===== src/rtl/delay_element_if.sv =====
// delay_if: sample bus for one delay_element instance.
//   D       : input sample word, [0:WIDTH-1], bit 0 is the MSB
//   q       : delayed sample word, same bit ordering as D
//   q_valid : q holds a sample captured after reset release
// The master side drives D and observes q/q_valid.
// The slave side is the delay line itself.
interface delay_if #(
  parameter int WIDTH = 32
);
  logic [0:WIDTH-1] D;
  logic [0:WIDTH-1] q;
  logic             q_valid;

  modport master (output D, input q, input q_valid);
  modport slave  (input D, output q, output q_valid);
endinterface


===== src/rtl/delay_element.sv =====
// delay_element: register delay line, z^-DEPTH on a WIDTH-bit word.
// This is the unit-delay building block of the IIR filter tap lines.
// Data passes bit-exact with no arithmetic, and q comes straight from a register.
// Ports:
//   clk   : rising-edge clock
//   rst_n : asynchronous active-low reset; loads RESET_VAL into every stage
//   bus   : delay_if slave (D in; q and q_valid out)
// Parameters:
//   WIDTH     : word width in bits
//   DEPTH     : number of register stages, 1..64
//   RESET_VAL : value loaded into every stage on reset
module delay_element #(
  parameter int               WIDTH     = 32,
  parameter int               DEPTH     = 1,
  parameter logic [0:WIDTH-1] RESET_VAL = '0
) (
  input  logic   clk,
  input  logic   rst_n,
  delay_if.slave bus
);

  localparam int CW = $clog2(DEPTH + 1);

  logic [0:WIDTH-1] stage [DEPTH];
  logic [CW-1:0]    count;
  logic             valid;

  always_ff @(posedge clk or negedge rst_n) begin
    if (!rst_n) begin
      for (int i = 0; i < DEPTH; i++) begin
        stage[i] <= RESET_VAL;
      end
    end else begin
      stage[0] <= bus.D;
      for (int i = 1; i < DEPTH; i++) begin
        stage[i] <= stage[i-1];
      end
    end
  end

  // Fill counter saturates at DEPTH.
  // valid is registered from the edge on which count reaches DEPTH.
  // That makes it rise together with the first real sample on q.
  always_ff @(posedge clk or negedge rst_n) begin
    if (!rst_n) begin
      count <= '0;
      valid <= 1'b0;
    end else if (count != CW'(DEPTH)) begin
      count <= count + 1'b1;
      valid <= (count == CW'(DEPTH - 1));
    end
  end

  assign bus.q       = stage[DEPTH-1];
  assign bus.q_valid = valid;

endmodule


===== src/flat_wrapper.sv =====
// flat-port wrapper written by rule: the top's interface ports become plain ports
module delay_element_flat 
#(
  parameter int               WIDTH     = 32,
  parameter int               DEPTH     = 1,
  parameter logic [0:WIDTH-1] RESET_VAL = '0
)
  (clk, rst_n, bus_D, bus_q, bus_q_valid);
  delay_if #(.WIDTH(WIDTH)) bus_i ();
  input  logic clk;
  input  logic rst_n;
  input wire logic [$bits(bus_i.D)-1:0] bus_D;
  output wire logic [$bits(bus_i.q)-1:0] bus_q;
  output wire logic [$bits(bus_i.q_valid)-1:0] bus_q_valid;
  assign bus_i.D = bus_D;
  assign bus_q = bus_i.q;
  assign bus_q_valid = bus_i.q_valid;
  delay_element #(.WIDTH(WIDTH), .DEPTH(DEPTH), .RESET_VAL(RESET_VAL)) u_core (.clk(clk), .rst_n(rst_n), .bus(bus_i));
endmodule

===== config.mk =====
export PLATFORM = sky130hd
export DESIGN_NAME = delay_element_flat
export DESIGN_NICKNAME = d
export VERILOG_FILES = /design/src/rtl/delay_element_if.sv /design/src/rtl/delay_element.sv /design/src/flat_wrapper.sv
export SDC_FILE = /design/constraint.sdc
export NUM_CORES = 1
export LEC_CHECK = 0
export ABC_AREA = 0
export CORE_MARGIN = 2
export CORE_UTILIZATION = 50
export CTS_CLUSTER_DIAMETER = 50
export DETAILED_ROUTE_END_ITERATION = 10
export DONT_BUFFER_PORTS = 1
export PLACE_DENSITY = 0.68
export SYNTH_ARGS = -nofsm -noshare
export SYNTH_HDL_FRONTEND = slang
export SYNTH_SLANG_ARGS = --single-unit

===== constraint.sdc =====
create_clock -name clk -period 0.8 [get_ports clk]
set_clock_uncertainty 0.1 [all_clocks]
set_input_delay 0.12 -clock clk [delete_from_list [all_inputs] [get_ports clk]]
set_output_delay 0.12 -clock clk [all_outputs]
set_load 0.02 [all_outputs]

# Word-level counts from Yosys, hierarchy flattened
# Cells that the tools add are included.
# W data, S select, Z words.
# totals
register_bits,34
inputBits,34
out_inout_bits,33
wordCells,6
# classes
n_addsub,1
mux,1
bitwise_logic,1
# op_table
op,count
$add A1 B1 Y1 const B,1
$mux W1,1
$not A1 Y1,1

# Depth between registers and ports, before layout
# depth
depth_word,2
ltp_mapped,1

# Worst setup path after synthesis
# Ideal clock, no wire load.
# synth_timing
path_type,flip-flop to flip-flop
startpoint,"reg, netlist name u_core.bus.q_valid"
endpoint,reg u_core.valid (netlist: u_core.bus.q_valid)
setup_ns,0.121
arrival_ns,0.585
required_time_ns,0.579
slack_ns,-0.006
stages_incl_launch_ff,2
n_path_buf,0
period_less_slack_ns,0.806
cell_sequence,dfrtp_1 > nand2b_1
# synth_rtl
element,line,text
"end signal, assigned",delay_element.sv:50,valid <= (count == CW'(DEPTH - 1));
"end, declared",delay_element.sv:26,logic valid;

# Final worst setup path
# layout_timing
startpoint,reg u_core.valid (netlist: u_core.bus.q_valid)
endpoint,out bus_q_valid
# layout_rtl
element,line,text
"end, declared",flat_wrapper.sv:14,output wire logic [$bits(bus_i.q_valid)-1:0] bus_q_valid;
# No word-level cell between the ends.

==> flow_results.org <==
** Detailed routing
- Total number of vias :: about 450
- WL final :: 1570 µm
- Once detail routing completed, the nets flagged for antenna violations numbered 0.
- Routed via count divided by cell count :: 4.88
- Wire per inst :: 16.9 µm
- Post-route DRC violation count :: 0
- The first detailed-routing pass ran for 4 iterations.
- After the first detailed-routing iteration, the DRC count stood at 5.

** Clock network
- After clock tree synthesis, the setup repair step added 0 buffers.
- Quantity of hold-fixing buffers added after cts :: 32
- Clock root buffer master :: sky130_fd_sc_hd__clkbuf_4
- Clock latency on the worst-skew pair :: 0.32 ns
- TritonCTS built the clock tree.
- Number of levels the H-tree was split into :: 2
- In this run, CTS created clock tree buffers numbering 5.
- Maximum count of clock buffers along a single path :: 2
- Clock-pin slew was measured on the worst setup and hold paths at around 0.090 ns.
- CTS sink cnt :: 34

** Timing
- The worst path uses 134% of the clock period.
- Final Hold Slack :: -0.618 ns
- Setup violations remaining at the end of the flow were counted as 33.
- The max-slew violation count was 0.
- Setup slack after layout :: -0.273 ns
- Final-layout setup total negative slack :: -6.51 ns
- RSZ-0062 raised after global routing :: yes
- Derived from the worst setup path, the maximum achievable clock frequency is 932 MHz.
- Fin crit period :: 1.07 ns
- The final hold violation count is 34.

** Synthesis
- After synthesis the cells add up to 861 µm².
- Number of flops mapped to enable cells by yosys :: 0
- Among all flip-flop cells after synthesis, the most frequent one is sky130_fd_sc_hd__dfrtp_1.
- Yosys attributes the largest share of cell area to sky130_fd_sc_hd__dfrtp_1 99%, sky130_fd_sc_hd__nand2b_1 0.73%, sky130_fd_sc_hd__conb_1 0.44%.
- Synthesis inferred 34 register bits.
- In the synthesized netlist, the number of instances is 36.
- Counting flops with an async set or reset pin after synthesis yields a share of 100%.
- sky130_fd_sc_hd__dfrtp_1 takes more of the synthesized area than any other cell.
- The most common cell in the synthesized netlist is sky130_fd_sc_hd__dfrtp_1.
- The commonest cells after synthesis are 34 x sky130_fd_sc_hd__dfrtp_1, 1 x sky130_fd_sc_hd__conb_1, 1 x sky130_fd_sc_hd__nand2b_1.
- Summing the sequential cell areas from Yosys gives 98.8% of the chip area.
- Summed over its instances, the top area cell type makes up around 99% of the synthesized netlist area.
- Total number of yosys warnings :: 0
- Averaged over all synthesized cells, the footprint is 23.9 µm².
- Cell variety after synth :: 3
- Number of nets produced by synthesis :: 70

** Worst setup path
- Highest cell delay on the worst timing path :: 0.40 ns
- Cell Chain, Critical Path :: buf_6
- STA classifies the critical path startpoint as a flip-flop.
- For flop-to-flop paths, the worst setup slack is 0.05 ns.
- CP arrival :: 0.85 ns
- Endpoint type of the worst setup path :: output pin
- Combined buffer and inverter count along the critical path :: 1
- Standard cell with the maximum stage delay on the critical path :: sky130_fd_sc_hd__dfrtp_1
- At the worst endpoint, the required time is 0.58 ns.
- Among cell families on the critical path, the largest total delay comes from flip-flops.
- Maximum fanout along the worst path :: 2
- Worst setup path class :: reg2out

** GRT
- The via count of the first global-routing pass was 474.
- Met3 GRT Util :: 13.5%
- Global routing used 19.1% of the available met1 tracks.
- Met2 routing resource usage after global routing :: 24.5%
- Gr busiest metal :: met2
- Total congestion overflow :: 0
- Number of antenna violations at the first check in global routing :: 0
- The first global-routing pass estimated ~2300 µm of wire.
- Pin count of the biggest net entering global routing :: 35
- Total track usage :: 16.7%

** Pwr
- Summed over all nets, the switching power comes to 672 µW.
- The worst-case IR drop observed on VDD is 1.84 mV.
- In this run the power density over the cells is 2310 nW/µm².
- Share of total power consumed by net switching :: 22.3%
- Share of power burned in the clock network :: 30.9%
- Leakage power :: 0.000545 µW
- The share of total power dissipated in combinational logic is about 4.2%.
- Cell internal power was estimated by the tool at 2350 µW.
- Sequential cells burn 64.9% of the power.

** Final layout
- Antenna cells :: 0
- The post-route netlist has roughly 47% of its cells at a drive strength greater than 1.
- After the last flow step, the layout net total stands at between 100 and 150.
- Relative to the synthesized area, the layout overhead comes to 51.9%.

** Placed design
- In this run the tool buffered the top-level ports with 0 buffer cells.
- Final RePlAce weighted congestion :: 0.691

** Die
- The floorplan step set the die height to between 40 and 50 µm.
- In this run the count of I/O pins placed on the die edge is 67.
- Horizontal extent of the die :: between 40 and 50 µm
- Core ar. :: 1560 µm²
- The floorplan step defined a die boundary enclosing 2070 µm².
- In this run the core area contains 14 standard-cell rows.
- The initial utilization of the core area, before any placement, comes to 55.2%.

** Hold path
- The path class of the tightest hold or removal check is in2async.

** Status
- Result of the run :: complete, but fails checks
- The final reports fail on negative hold slack, negative setup slack.

** Flow run
- Max capacitance violation total :: 0
[path summary, 6_finish.rpt]
check                                         from                 end  cells after the start
worst max-delay path            u_core.bus.q_valid         bus_q_valid                      1
worst min register to register        u_core.count  u_core.bus.q_valid                      1
worst max register to register  u_core.bus.q_valid  u_core.bus.q_valid                      1
max in group asynchronous                    rst_n     u_core.bus.q[1]                      0
min in group clk                          bus_D[1]    u_core.bus.q[30]                      1
worst min-delay path                         rst_n     u_core.bus.q[0]                      0
[registers in the layout, indices dropped and copies added (netlist names)]
register            count
u_core.bus.q           32
u_core.bus.q_valid      1
u_core.count            1
[routing by layer]
metal  vias to the layer above  wire [µm]
met5                         -          0
met4                         0         11
met3                         3        230
met2                        44        805
met1                       221        526
li1                        186          -
[timing repair]
item / CTS / global route
endpoints found under the hold margin: 66 / 34
cloned: 0 / 0
resized for setup: 24 / 5
setup endpoints to repair: 33 / 33
[layout by cell type (no fill, tap or decap)]
master and n:
sky130_fd_sc_hd__conb_1 1, sky130_fd_sc_hd__dfrtp_1 6, sky130_fd_sc_hd__clkbuf_4 5, sky130_fd_sc_hd__nand2b_1 1, sky130_fd_sc_hd__clkbuf_8 1, sky130_fd_sc_hd__clkbuf_1 1, sky130_fd_sc_hd__dfrtp_2 28, sky130_fd_sc_hd__dlygate4sd3_1 32
sky130_fd_sc_hd__clkinv_2 1, sky130_fd_sc_hd__buf_6 1
[cell families after synthesis]
family | Yosys count | share of synthesized area (%)
other cells | 1 | 0.436
flops | 34 | 98.8
simple gates | 1 | 0.727
[through the flow]
stage / power, µW / instances / worst slack [ns] / utilization (%) / area [µm²]
floorplan: 1970 / 36 / -0.00588 / - / 861
global placement: 1980 / 53 / 0.0749 / 57.0 / 888
detailed placement: 1980 / 53 / 0.0677 / 57.0 / 888
CTS: 3020 / 93 / -0.277 / 83.5 / 1300
global route: 3140 / 93 / -0.319 / 83.9 / 1310
finish: 3020 / 93 / -0.273 / 83.9 / 1310
[cell type report]
type,count,area (µm²)
Multi-Input combinational cell,2,10.0
Clock buffer,7,55.1
Sequential cell,34,886
Fill cell,74,251
Clock inverter,1,5.00
Tap cell,16,20.0
Timing Repair Buffer,33,332
[power by group through the flow]
stage	logic (µW)	clock network [µW]	registers (µW)
6_report	125	933	1960
4_1_cts	123	939	1960
3_3_place_gp	0.406	0	1980
5_1_grt	136	1030	1970
3_5_place_dp	0.406	0	1980
2_1_floorplan	0.406	0	1970
No activity file was read; power rests on OpenSTA's default activity.
